## config.mk

```make
export PLATFORM = sky130hd
export DESIGN_NAME = updown_counter_display
export DESIGN_NICKNAME = d
export VERILOG_FILES = /design/src/rtl/updown_counter_display_pkg.sv /design/src/rtl/updown_counter_display_seg7_decoder.sv /design/src/rtl/updown_counter_display.sv
export SDC_FILE = /design/constraint.sdc
export NUM_CORES = 1
export LEC_CHECK = 0
export CORE_AREA = 2 2 39 41
export DETAILED_ROUTE_END_ITERATION = 16
export DIE_AREA = 0 0 41 43
export MAX_ROUTING_LAYER = met4
export SKIP_CTS_REPAIR_TIMING = 1
export SLEW_MARGIN = 20
export SYNTH_ARGS = -nofsm -noshare
export SYNTH_HDL_FRONTEND = slang
export SYNTH_SLANG_ARGS = --single-unit
```

## constraint.sdc

```tcl
create_clock -name clk -period 1.5 [get_ports clk]
set_input_delay 0.3 -clock clk [delete_from_list [all_inputs] [get_ports clk]]
set_output_delay 0.3 -clock clk [all_outputs]
set_load 0.01 [all_outputs]
```

## src/rtl/updown_counter_display_pkg.sv

```systemverilog
// rtl/updown_counter_display_pkg.sv - shared widths and 7-segment lookup for updown_counter_display
// Contents: COUNT_W, SEG_W, SEG_TABLE (active-high {g,f,e,d,c,b,a} patterns indexed by count).
package updown_counter_display_pkg;

  localparam int COUNT_W = 3;
  localparam int SEG_W   = 7;

  // Active-high segment patterns, bit order {g,f,e,d,c,b,a}, bit0 = a.
  localparam logic [SEG_W-1:0] SEG_TABLE [0:(1<<COUNT_W)-1] = '{
    7'h3F,  // 0
    7'h06,  // 1
    7'h5B,  // 2
    7'h4F,  // 3
    7'h66,  // 4
    7'h6D,  // 5
    7'h7D,  // 6
    7'h07   // 7
  };

endpackage

```

## src/rtl/updown_counter_display_seg7_decoder.sv

```systemverilog
// rtl/updown_counter_display_seg7_decoder.sv - combinational 7-segment decoder for one digit
// Ports: count (in, COUNT_W) current digit value; lights (out, SEG_W) segment drive {g..a}.
// SEG_ACTIVE_LOW=1 drives a lit segment with 0 (common-anode digit).
module seg7_decoder
  import updown_counter_display_pkg::*;
#(
  parameter bit SEG_ACTIVE_LOW = 1'b1
) (
  input  logic [COUNT_W-1:0] count,
  output logic [SEG_W-1:0]   lights
);

  logic [SEG_W-1:0] pattern;

  assign pattern = SEG_TABLE[count];
  assign lights  = SEG_ACTIVE_LOW ? ~pattern : pattern;

endmodule

```

## src/rtl/updown_counter_display.sv

```systemverilog
// rtl/updown_counter_display.sv - 3-bit up/down counter driving one 7-segment digit
// Ports: clk (in) rising-edge clock; reset (in) async active-low reset;
//        enable (in) 1 = step each edge; dir (in) 1 = up, 0 = down;
//        count (out, 3) current value; lights (out, 7) segment drive {g..a}.
module updown_counter_display
  import updown_counter_display_pkg::*;
#(
  parameter bit SEG_ACTIVE_LOW = 1'b1
) (
  input  logic               clk,
  input  logic               reset,
  input  logic               enable,
  input  logic               dir,
  output logic [COUNT_W-1:0] count,
  output logic [SEG_W-1:0]   lights
);

  // Natural 3-bit overflow/underflow gives the 7->0 and 0->7 wrap.
  always_ff @(posedge clk or negedge reset) begin
    if (!reset) begin
      count <= '0;
    end else if (enable) begin
      if (dir) count <= count + 3'd1;
      else     count <= count - 3'd1;
    end
  end

  seg7_decoder #(
    .SEG_ACTIVE_LOW(SEG_ACTIVE_LOW)
  ) u_decoder (
    .count (count),
    .lights(lights)
  );

endmodule

```

# Word-level counts from Yosys, hierarchy flattened
# Memories as Yosys holds them, arrays and structs flattened.
# Cells that the tools add are included.
# totals
n_memories	1
rom_bits	56
word_cells	10
in_bits	4
reg_bits	3
output_inout_bits	10
# op_classes
n_addsub	2
order_cmp	1
muxes	3
bitwise	2
# mem_list
memory	depth	word_bits	rd	rd_ports_with_merged_regs	write_ports	line_no	rtl
(no name shown)	8	7	1	0	0	updown_counter_display_seg7_decoder.sv:15	assign pattern = SEG_TABLE[count];
# ops
op	count
two-way mux 7 bit	2
NOT 7 bit	1
greater-or-equal comparator 4 bit, second input constant	1
NOT 3 -> 4 bit	1
adder 3 x 1 -> 3 bit, second input constant	1
two-way mux 3 bit	1
subtractor 3 x 1 -> 3 bit, second input constant	1

# Logic depth before layout (Yosys ltp)
# Gate-level depths: netlist (run 1).
# logic_depth
ltp_word	5
ltp_mapped	5

# Hierarchy
# A second synthesis (run 1) with hierarchy kept.
# unflattened
hier_cells	27
hier_area_um2	271.5
# modules_own_cells
mod	area_per_inst_um2	n_inst	cells_per_inst
updown_counter_display	140.1	1	10
seg7_decoder	131.4	1	17

# Worst setup path after synthesis (run 1)
# Ideal clock, no wire load.
# synth_timing
kind	register to output
start	register count[0]
end	output lights[3]
t_arrival_ps	1097
path_buffers	0
path_slack_ps	103
path_stages_with_launch	4
cell_sequence	dfrtp_1 inv_1 ha_1 o21ai_1
# synth_between
elab_chain_cells	5
# synth_rtl
element	line_no	rtl
from (decl)	updown_counter_display.sv:14	output logic [COUNT_W-1:0] count,
from (signal assigned)	updown_counter_display.sv:23	if (dir) count <= count + 3'd1;
from (signal assigned)	updown_counter_display.sv:24	else count <= count - 3'd1;
NOT 3 -> 4 bit (not written as such)	updown_counter_display_seg7_decoder.sv:15	
memory (8 x 7 bit)	n/a	
two-way mux 7 bit (not written as such) (2 in series)	updown_counter_display_seg7_decoder.sv:15	
NOT 7 bit	updown_counter_display_seg7_decoder.sv:16	assign lights = SEG_ACTIVE_LOW ? ~pattern : pattern;
to (decl)	updown_counter_display.sv:15	output logic [SEG_W-1:0] lights
# No other way between the ends. The select of a mux whose other input is x is not followed.

# Worst setup path in the final report (run 1)
# layout_timing
start	register count[1]
end	output lights[3]
# Same word-level chain as after synthesis.

==> impl_results.md, run 1 <==
* Slack of the worst reg-to-reg path at 20 ps
* Layout-stage area growth over the synthesis result at 127%
* Area fraction of the dominant cell type after synthesis at between 20% and 30%
* Drt drc at 0
* Seq. cell area at 76.3 um^2
* Synth warnings at 0
* Width of the die at 41 um
* Reg clk slew, reported paths at ~40 ps
* Number of sinks driven by the clock tree at 3
* First-pass iteration count of the detailed router at 2
* Htree depth at 1
* Worst min path class: input port to asynchronous set/reset pin
* Most flop-heavy register: count
* Proportion of register bits with asynchronous set or reset after synthesis at between 90% and 100%
* Class of the most critical setup path: register to output pin
* Peak clock frequency supported by timing at 639 MHz
* Critical path's slowest cell: dfrtp_1
* Critical register-to-register path endpoint: count[2]
* Number of register bits inferred by synthesis at 3
* Crit path max-delay family: flip-flops
* Max-cap check violation count at 0
* Share of cells above drive strength 1 at 64.3%
* Top Ports at 14
* Mean area per synthesized cell at 8.84 um^2
* Endpoint type of the worst setup path: output pin
* Mapped Cells at 30
* Max FFs per register at 3
* Number of flops mapped to enable cells by yosys at 0
* Height of the die at 43 um
* Mapped Area at 265 um^2
* Total length of routed wires at 768 um
* CP max stage delay at around 390 ps
* CP Cell Sequence: inv_2 -> ha_4 -> o21ai_2 -> buf_2
* Peak supply drop at 0.00122 V
* Run status: finished, violations left
* Initial core utilization at 19.2%
* TritonCTS clock tree: built
* Hold Slack at 248 ps
* Maximum fanout count along the critical path at 4
* Sort of element at the start of the critical path: register
* Leading cell types by total area after synthesis: dfrtp_1 28%, ha_1 24%, fa_1 7.5%, nand2_1 7.1%, xnor2_1 6.6%
* Count of final setup violators at 5
* Combined area of the multi-input logic cells at approximately 270 um^2
* Row Count at 14
* Core Area at 0.00138 mm^2
* Final Hold Violating Endpoints at 0
* Antenna violations before repair at 0
* Post-synth top cells: 5 x ha_1, 5 x nand2_1, 3 x dfrtp_1, 3 x inv_1
* Synth Flop Type: dfrtp_1
* Share of the yosys chip area belonging to registers at approximately 28%
* Violations in the final reports: setup timing
* Count of routing violations after the opening detailed-route iteration at 2
* Data required time at the worst endpoint at between 1000 and 1500 ps
* Via count of the routed design at 285
* Leakage power at 0.303 nW
* Place WS at -261 ps
* Number of I/O port buffers at 13
* Slew Limit Fails at 0
* Root buffer selected by CTS: clkbuf_4
* Number of buffer and inverter instances along the worst setup path at 2
* RSZ-0062 raised after global routing: true
* Minimum period implied by the final worst setup slack at 1560 ps
* Fillers at 145
* Worst Setup SP: count[1]
* Synth cell types at 15
* Insertion delay of the later-clocked pin in the worst-skew pair at around 230 ps
* Number of buffers added by the clock tree synthesis step at 3
* Biggest area consumer among synthesized cells: dfrtp_1
* Via density per instance at about 4
* First-pass GRT wire length at 966 um
* Worst Clk Skew at 0.814 ps
* Total power per unit cell area at approximately 2500 mW/mm^2
* Overall global routing resource usage at 8.38%
* Setup TNS at -162 ps
* Normalized max-slew margin at between 80% and 90%
* Routed wirelength normalized by instance count at 10.7 um
* Largest net degree at the start of global routing at 6
* Worst EP arrival at 1260 ps
* Setup slack of the critical path after layout at -64.5 ps
* Final-stage net count at between 60 and 70
* Total overflow reported by the global router at 0
* Path depth of the worst reg2reg path at 6
* Global placement routability congestion at 0.711
* Worst R2R Start: count[1]
* Vias in the first global route at 234
* Die outline area at 0.00176 mm^2
* Post-Synthesis Net Count at 40
* Pin slew with the least headroom to its limit at approximately 150 ps
* Largest registers in the final layout: count: 3 flops
* Inserted Diodes at 0
* Antenna Violating Nets Remaining at 0
* HPWL after detailed placement at roughly 450 um
* Buffers from clock root to sink, at most at 2
* Final worst-path cycle share at 104%
-- worst register-to-register path, cell delays in order, from the launching register on --
cell	delay, ps
dfrtp_1	390
buf_6	150
buf_6	110
fa_2	350
xnor2_1	160
nand2_1	80
xnor2_1	120
-- per-stage QoR --
step | cells | instance area [um^2] | total power, mW | utilization, %
floorplan | 30 | 265 | 0.564 | -
global placement | 65 | 460 | 1.10 | 33.3
detailed placement | 65 | 460 | 1.11 | 33.3
CTS | 69 | 487 | 1.27 | 35.2
global route | 72 | 603 | 1.64 | 43.6
finish | 72 | 603 | 1.50 | 43.6
-- kinds of logic (layout without fill, tap and decap cells) --
kind of cell | after synthesis | count (layout) | synth area share (%)
buffers and inverters | 4 | 30 | 5.66
xor gates and xnor gates | 3 | 3 | 9.91
AOI/OAI and AO/OA | 3 | 3 | 5.65
adders and majority gates | 6 | 6 | 31.1
and+or+nand+nor | 11 | 11 | 19.3
DFF | 3 | 3 | 28.3
-- cell usage in the layout, fill, tap and decap left out, types with 2 or more instances in the layout --
cell / instances
buf_2: 6
buf_4: 4
buf_6: 6
clkbuf_4: 3
clkdlybuf4s50_1: 2
dfrtp_1: 2
dlymetal6s2s_1: 4
ha_4: 5
inv_2: 3
nand2_1: 3
nand2_2: 2
nor2_1: 2
xnor2_1: 2
-- cell type report --
cell class	count	area share, %
multi-input combinational	23	44.4
timing repair buffer	22	32.8
sequential	3	12.7
clock buffer	4	4.36
tap	16	3.32
inverter	4	2.49
-- routing by layer --
layer / global-route usage [%] / vias up / wire, um
met2: 9.38 / 9 / 430
met1: 12.7 / 133 / 297
met4: 6.00 / 0 / 0
met3: 1.57 / 0 / 40
li1: - / 143 / -
met5: - / - / 0
-- where the power goes --
group | internal, mW | switching [mW]
Clock | 0.0999 | 0.0450
Combinational | 0.630 | 0.568
Sequential | 0.127 | 0.0315
-- worst max-delay path by stage --
stage | endpoint | slack [ps] | depth (start not counted)
after detailed placement | count[2] | -260 | 6
after global placement | count[2] | -250 | 6
after CTS | lights[3] | -470 | 4
final | lights[3] | -60 | 4
after global routing | lights[3] | -110 | 4
after floorplan | lights[3] | 100 | 3
(Power assumes the default switching activity.)
==> run 2, diff against run 1 <==
Settings changed: RECOVER_POWER set to 25.
Clock period 1.5 ns to 1.66 ns, I/O delays scaled along.
==> impl_results.md, run 2 (same netlist as run 1, synthesis figures left out) <==
* Number of I/O port buffers at 13 (unchanged)
* Setup TNS at 0 ps (+162 ps)
* Largest registers in the final layout: count: 3 flops
* Peak supply drop at 0.000796 V (-35%)
* Most flop-heavy register: count
* Worst R2R Start: count[0]
* RSZ-0062 raised after global routing: false
* Final worst-path cycle share at 95.8%
* Layout-stage area growth over the synthesis result at 86.8%
* Maximum fanout count along the critical path at 5 (+1)
* Via count of the routed design at 259 (-9.1%)
* Place WS at -127 ps (+134 ps)
* HPWL after detailed placement at 449 um (-0.71%)
* Global placement routability congestion at 0.711 (about the same)
* Count of final setup violators at 0 (-5)
* Total length of routed wires at 547 um (-29%)
* Share of cells above drive strength 1 at 32.1% (-32 points)
* Inserted Diodes at 0 (unchanged)
* Normalized max-slew margin at 91.3% (+1.7 points)
* Count of routing violations after the opening detailed-route iteration at 1 (-1)
* Run status: completed
* Minimum period implied by the final worst setup slack at 1590 ps
* Buffers from clock root to sink, at most at 2 (unchanged)
* Total power per unit cell area at 2140 mW/mm^2 (-14%)
* Setup slack of the critical path after layout at 70.0 ps (+135 ps)
* Post-layout utilization of the core at 35.8% (-7.8 points)
* Max FFs per register at 3 (unchanged)
* Vias in the first global route at 246 (+5.1%)
* Largest net degree at the start of global routing at 7 (+1)
* Data required time at the worst endpoint at 1330 ps (+130 ps)
* Number of buffers added by the clock tree synthesis step at 3 (unchanged)
* Initial core utilization at 19.2% (unchanged)
* Max-cap check violation count at 0 (unchanged)
* Worst EP arrival at 1260 ps (about the same)
* Total overflow reported by the global router at 0 (unchanged)
* Final-stage net count at 64 (-4.5%)
* Critical path's slowest cell: clkdlybuf4s50_1
* Number of sinks driven by the clock tree at 3 (unchanged)
* Worst Clk Skew at 0.467 ps (-0.347 ps)
* Endpoint type of the worst setup path: output pin
* Class of the most critical setup path: register to output pin
* First-pass iteration count of the detailed router at 2 (unchanged)
* Root buffer selected by CTS: clkbuf_4
* Sort of element at the start of the critical path: register
* Routed wirelength normalized by instance count at 7.93 um (-26%)
* Number of cells in the finished layout apart from fillers at 69 (-4.2%)
* Core Area at 0.00138 mm^2 (unchanged)
* First-pass GRT wire length at 1000 um (+3.5%)
* Pin slew with the least headroom to its limit at 129 ps (-26.1 ps)
* Top Ports at 14 (unchanged)
* Via density per instance at 3.75 (-5.2%)
* CP Cell Sequence: buf_4 -> clkdlybuf4s50_1
* Antenna Violating Nets Remaining at 0 (unchanged)
* Peak clock frequency supported by timing at between 600 and 700 MHz
* Cells after DPL at 64 (-1.5%)
* Leakage power at 0.302 nW (-0.21%)
* Final Hold Violating Endpoints at 0 (unchanged)
* Reg clk slew, reported paths at 30 ps (about the same)
* TritonCTS clock tree: built
* Number of buffer and inverter instances along the worst setup path at 2 (unchanged)
* Hold Slack at 355 ps (+107 ps)
* Height of the die at 43 um (unchanged)
* Die outline area at 0.00176 mm^2 (unchanged)
* Drt drc at 0 (unchanged)
* Crit path max-delay family: buffers and inverters
* Overall global routing resource usage at 9.20% (+0.83 points)
* Antenna violations before repair at 0 (unchanged)
* Worst Setup SP: count[1]
* Worst min path class: input port to asynchronous set/reset pin
* Row Count at 14 (unchanged)
* Insertion delay of the later-clocked pin in the worst-skew pair at 230 ps (about the same)
* Width of the die at 41 um (unchanged)
* Htree depth at 1 (unchanged)
* Most used cells in the layout excluding fill and tap cells: 6 x dlymetal6s2s_1, 6 x buf_4, 5 x ha_1
* Slew Limit Fails at 0 (unchanged)
* CP max stage delay at 540 ps (+150 ps)
==> run 2: worst register-to-register path, cell delays in order (launching register included) <==
cell and delay, ps:
dfrtp_1 380, buf_4 150, buf_4 140, fa_1 400
xnor2_1 140, nand2_1 80, xnor2_1 120
==> run 2: area by class of cell <==
cell class	instances	area (um^2)
Tap cell	16	20.0
Clock buffer	4	26.3
Sequential cell	3	76.3
Multi-Input combinational cell	23	178
Inverter	4	15.0
Timing Repair Buffer	19	180
Fill cell	144	888
==> run 2: path summary, 6_finish.rpt <==
check / end / slack [ps] / cells past startpoint
setup reg to reg: count[2] / 140 / 6
hold reg to reg: count[2] / 550 / 2
setup / recovery: count[1] / 70 / 2
max in group asynchronous: count[2] / 1150 / 1
hold / removal: count[2] / 360 / 1
min in group clk: count[2] / 550 / 2
==> run 2: metal layers <==
metal  vias up  GRT usage [%]  routed length [um]
met2         7           11.6                 256
met1       111           11.1                 259
met4         0           8.00                   0
li1        141              -                   -
met5         -              -                   0
met3         0           3.14                  32
==> run 2: report_power, final <==
part           total, mW  leakage [nW]  switching [mW]  internal [mW]
sequential         0.137        0.0345          0.0231          0.114
clock              0.123        0.0150          0.0335         0.0898
combinational      0.797         0.253           0.365          0.433
total               1.06         0.302           0.421          0.637
==> run 2: metrics by stage <==
| step | area (um^2) | power, mW |
|---|---|---|
| after floorplan | 265 | 0.509 |
| after global placement | 453 | 0.974 |
| after detailed placement | 453 | 0.979 |
| after CTS | 479 | 1.11 |
| after global routing | 495 | 1.18 |
| final | 495 | 1.06 |
==> run 3, diff against run 2 <==
Settings changed: RECOVER_POWER 25 to not set.
==> impl_results.md, run 3 (same netlist as run 1, synthesis figures left out) <==
* Final-stage net count at 64 (unchanged)
* Slew Limit Fails at 0 (unchanged)
* TritonCTS clock tree: built
* Hold Slack at 286 ps (-69.5 ps)
* Endpoint type of the worst setup path: output pin
* Worst Clk Skew at 0.467 ps (unchanged)
* Most used cells in the layout excluding fill and tap cells: 6 x dlymetal6s2s_1, 6 x buf_4, 5 x ha_1, 5 x clkdlybuf4s50_1, 4 x nand2_1
* Htree depth at 1 (unchanged)
* Worst R2R Start: count[0]
* Clock group share of total power at 11.7% (about the same)
* Overall global routing resource usage at 9.20% (unchanged)
* Worst min path class: input port to asynchronous set/reset pin
* Data required time at the worst endpoint at 1330 ps (about the same)
* RSZ-0062 raised after global routing: false
* Core Area at 0.00138 mm^2 (unchanged)
* Layout-stage area growth over the synthesis result at 86.8% (unchanged)
* CP Cell Sequence: buf_4 -> clkdlybuf4s50_1
* Largest net degree at the start of global routing at 7 (unchanged)
* Max FFs per register at 3 (unchanged)
* Count of routing violations after the opening detailed-route iteration at 1 (unchanged)
* Max-cap check violation count at 0 (unchanged)
* Antenna Violating Nets Remaining at 0 (unchanged)
* Total length of routed wires at 547 um (unchanged)
* Final Hold Violating Endpoints at 0 (unchanged)
* Largest registers in the final layout: count: 3 flops
* Critical path's slowest cell: clkdlybuf4s50_1
* Class of the most critical setup path: register to output pin
* Combinational power share at 75.4% (about the same)
* Initial core utilization at 19.2% (unchanged)
* Top Ports at 14 (unchanged)
* Final worst-path cycle share at 95.8% (unchanged)
* Root buffer selected by CTS: clkbuf_4
* Maximum fanout count along the critical path at 5 (unchanged)
* Peak supply drop at 0.000796 V (about the same)
* Crit path max-delay family: buffers and inverters
* Most flop-heavy register: count
* Insertion delay of the later-clocked pin in the worst-skew pair at 230 ps (about the same)
* Net switching power at 0.421 mW (unchanged)
* Number of buffer and inverter instances along the worst setup path at 2 (unchanged)
* Number of buffers added by the clock tree synthesis step at 3 (unchanged)
* Normalized max-slew margin at 91.3% (unchanged)
* Minimum period implied by the final worst setup slack at 1590 ps (unchanged)
* CP max stage delay at 540 ps (about the same)
* Run status: completed
* Peak clock frequency supported by timing at 629 MHz (unchanged)
* Row Count at 14 (unchanged)
* Global placement routability congestion at 0.711 (unchanged)
* Width of the die at 41 um (unchanged)
* Setup slack of the critical path after layout at 70.0 ps (unchanged)
* Pint at 0.637 mW (about the same)
* Inserted Diodes at 0 (unchanged)
* Fillers at 144 (unchanged)
* Worst Setup SP: count[1]
* Via density per instance at 3.75 (unchanged)
* Count of final setup violators at 0 (unchanged)
* Die outline area at 0.00176 mm^2 (unchanged)
* Critical Path Sink: count[1]
* Total power draw at 1.06 mW (about the same)
* Number of sinks driven by the clock tree at 3 (unchanged)
* Place WS at -127 ps (unchanged)
* Critical register-to-register path endpoint: count[2]
* HPWL after detailed placement at 449 um (unchanged)
* Fraction of power spent switching nets at 39.8% (about the same)
* Routed wirelength normalized by instance count at 7.93 um (unchanged)
* Flop pwr share at 13.0% (about the same)
* Drt drc at 0 (unchanged)
* Worst EP arrival at 1260 ps (about the same)
* Leakage power at 0.302 nW (about the same)
* Vias in the first global route at 246 (unchanged)
* Logic depth of the worst setup path including buffers at 2 (unchanged)
* Sort of element at the start of the critical path: register
* Buffers from clock root to sink, at most at 2 (unchanged)
* Height of the die at 43 um (unchanged)
* Path depth of the worst reg2reg path at 6 (unchanged)
* Total overflow reported by the global router at 0 (unchanged)
* Slack of the worst reg-to-reg path at 140 ps (about the same)
* Pin slew with the least headroom to its limit at 129 ps (unchanged)
* Total power per unit cell area at 2140 mW/mm^2 (about the same)
* Antenna violations before repair at 0 (unchanged)
* First-pass GRT wire length at 1000 um (unchanged)
* First-pass iteration count of the detailed router at 2 (unchanged)
* Reg clk slew, reported paths at 30 ps (about the same)
* Via count of the routed design at 259 (unchanged)
* Share of cells above drive strength 1 at 32.1% (unchanged)
* Number of I/O port buffers at 13 (unchanged)
==> run 3: cell types whose count changed in the layout (fill, tap and decap cells not counted), sizes merged <==
| cell | delta |
|---|---|
| dlygate4sd3 | -1 |
| clkdlybuf4s50 | +1 |
==> run 3: final cells by class <==
type / instances / area [um^2] / area share [%]
Sequential cell: 3 / 76.3 / 15.4
Tap cell: 16 / 20.0 / 4.04
Clock buffer: 4 / 26.3 / 5.30
Multi-Input combinational cell: 23 / 178 / 35.9
Timing Repair Buffer: 19 / 180 / 36.4
Inverter: 4 / 15.0 / 3.03
==> run 3: through the flow <==
step / utilization (%) / setup TNS, ps / instances / area [um^2]
finish: 35.8 / 0 / 69 / 495
global route: 35.8 / 0 / 69 / 495
CTS: 34.6 / -2050 / 68 / 479
detailed placement: 32.7 / -349 / 64 / 453
global placement: 32.7 / -293 / 64 / 453
floorplan: - / 0 / 30 / 265
==> run 3: how the worst min path moves through the flow <==
stage / start / endpoint / slack [ps]
detailed placement: reset / count[2] / 530
global placement: reset / count[2] / 520
global route: reset / count[1] / 290
CTS: reset / count[0] / 280
floorplan: reset / count[0] / 40
finish: reset / count[2] / 290
==> run 3: power by group through the flow <==
stage                     Clock (mW)  Combinational, mW  Sequential, mW
after floorplan                    0              0.317           0.192
after global placement             0              0.824           0.149
after detailed placement           0              0.829           0.150
after CTS                      0.129              0.834           0.150
after global routing           0.137              0.902           0.143
final                          0.123              0.798           0.137
==> run 3: routing by layer <==
layer  track usage, %  vias to the layer above  share of wire (%)
met4             8.00                        0                  0
met3             3.14                        0                5.9
met5                -                        -                  0
li1                 -                      141                  -
met2             11.6                        7                 47
met1             11.1                      111                 47
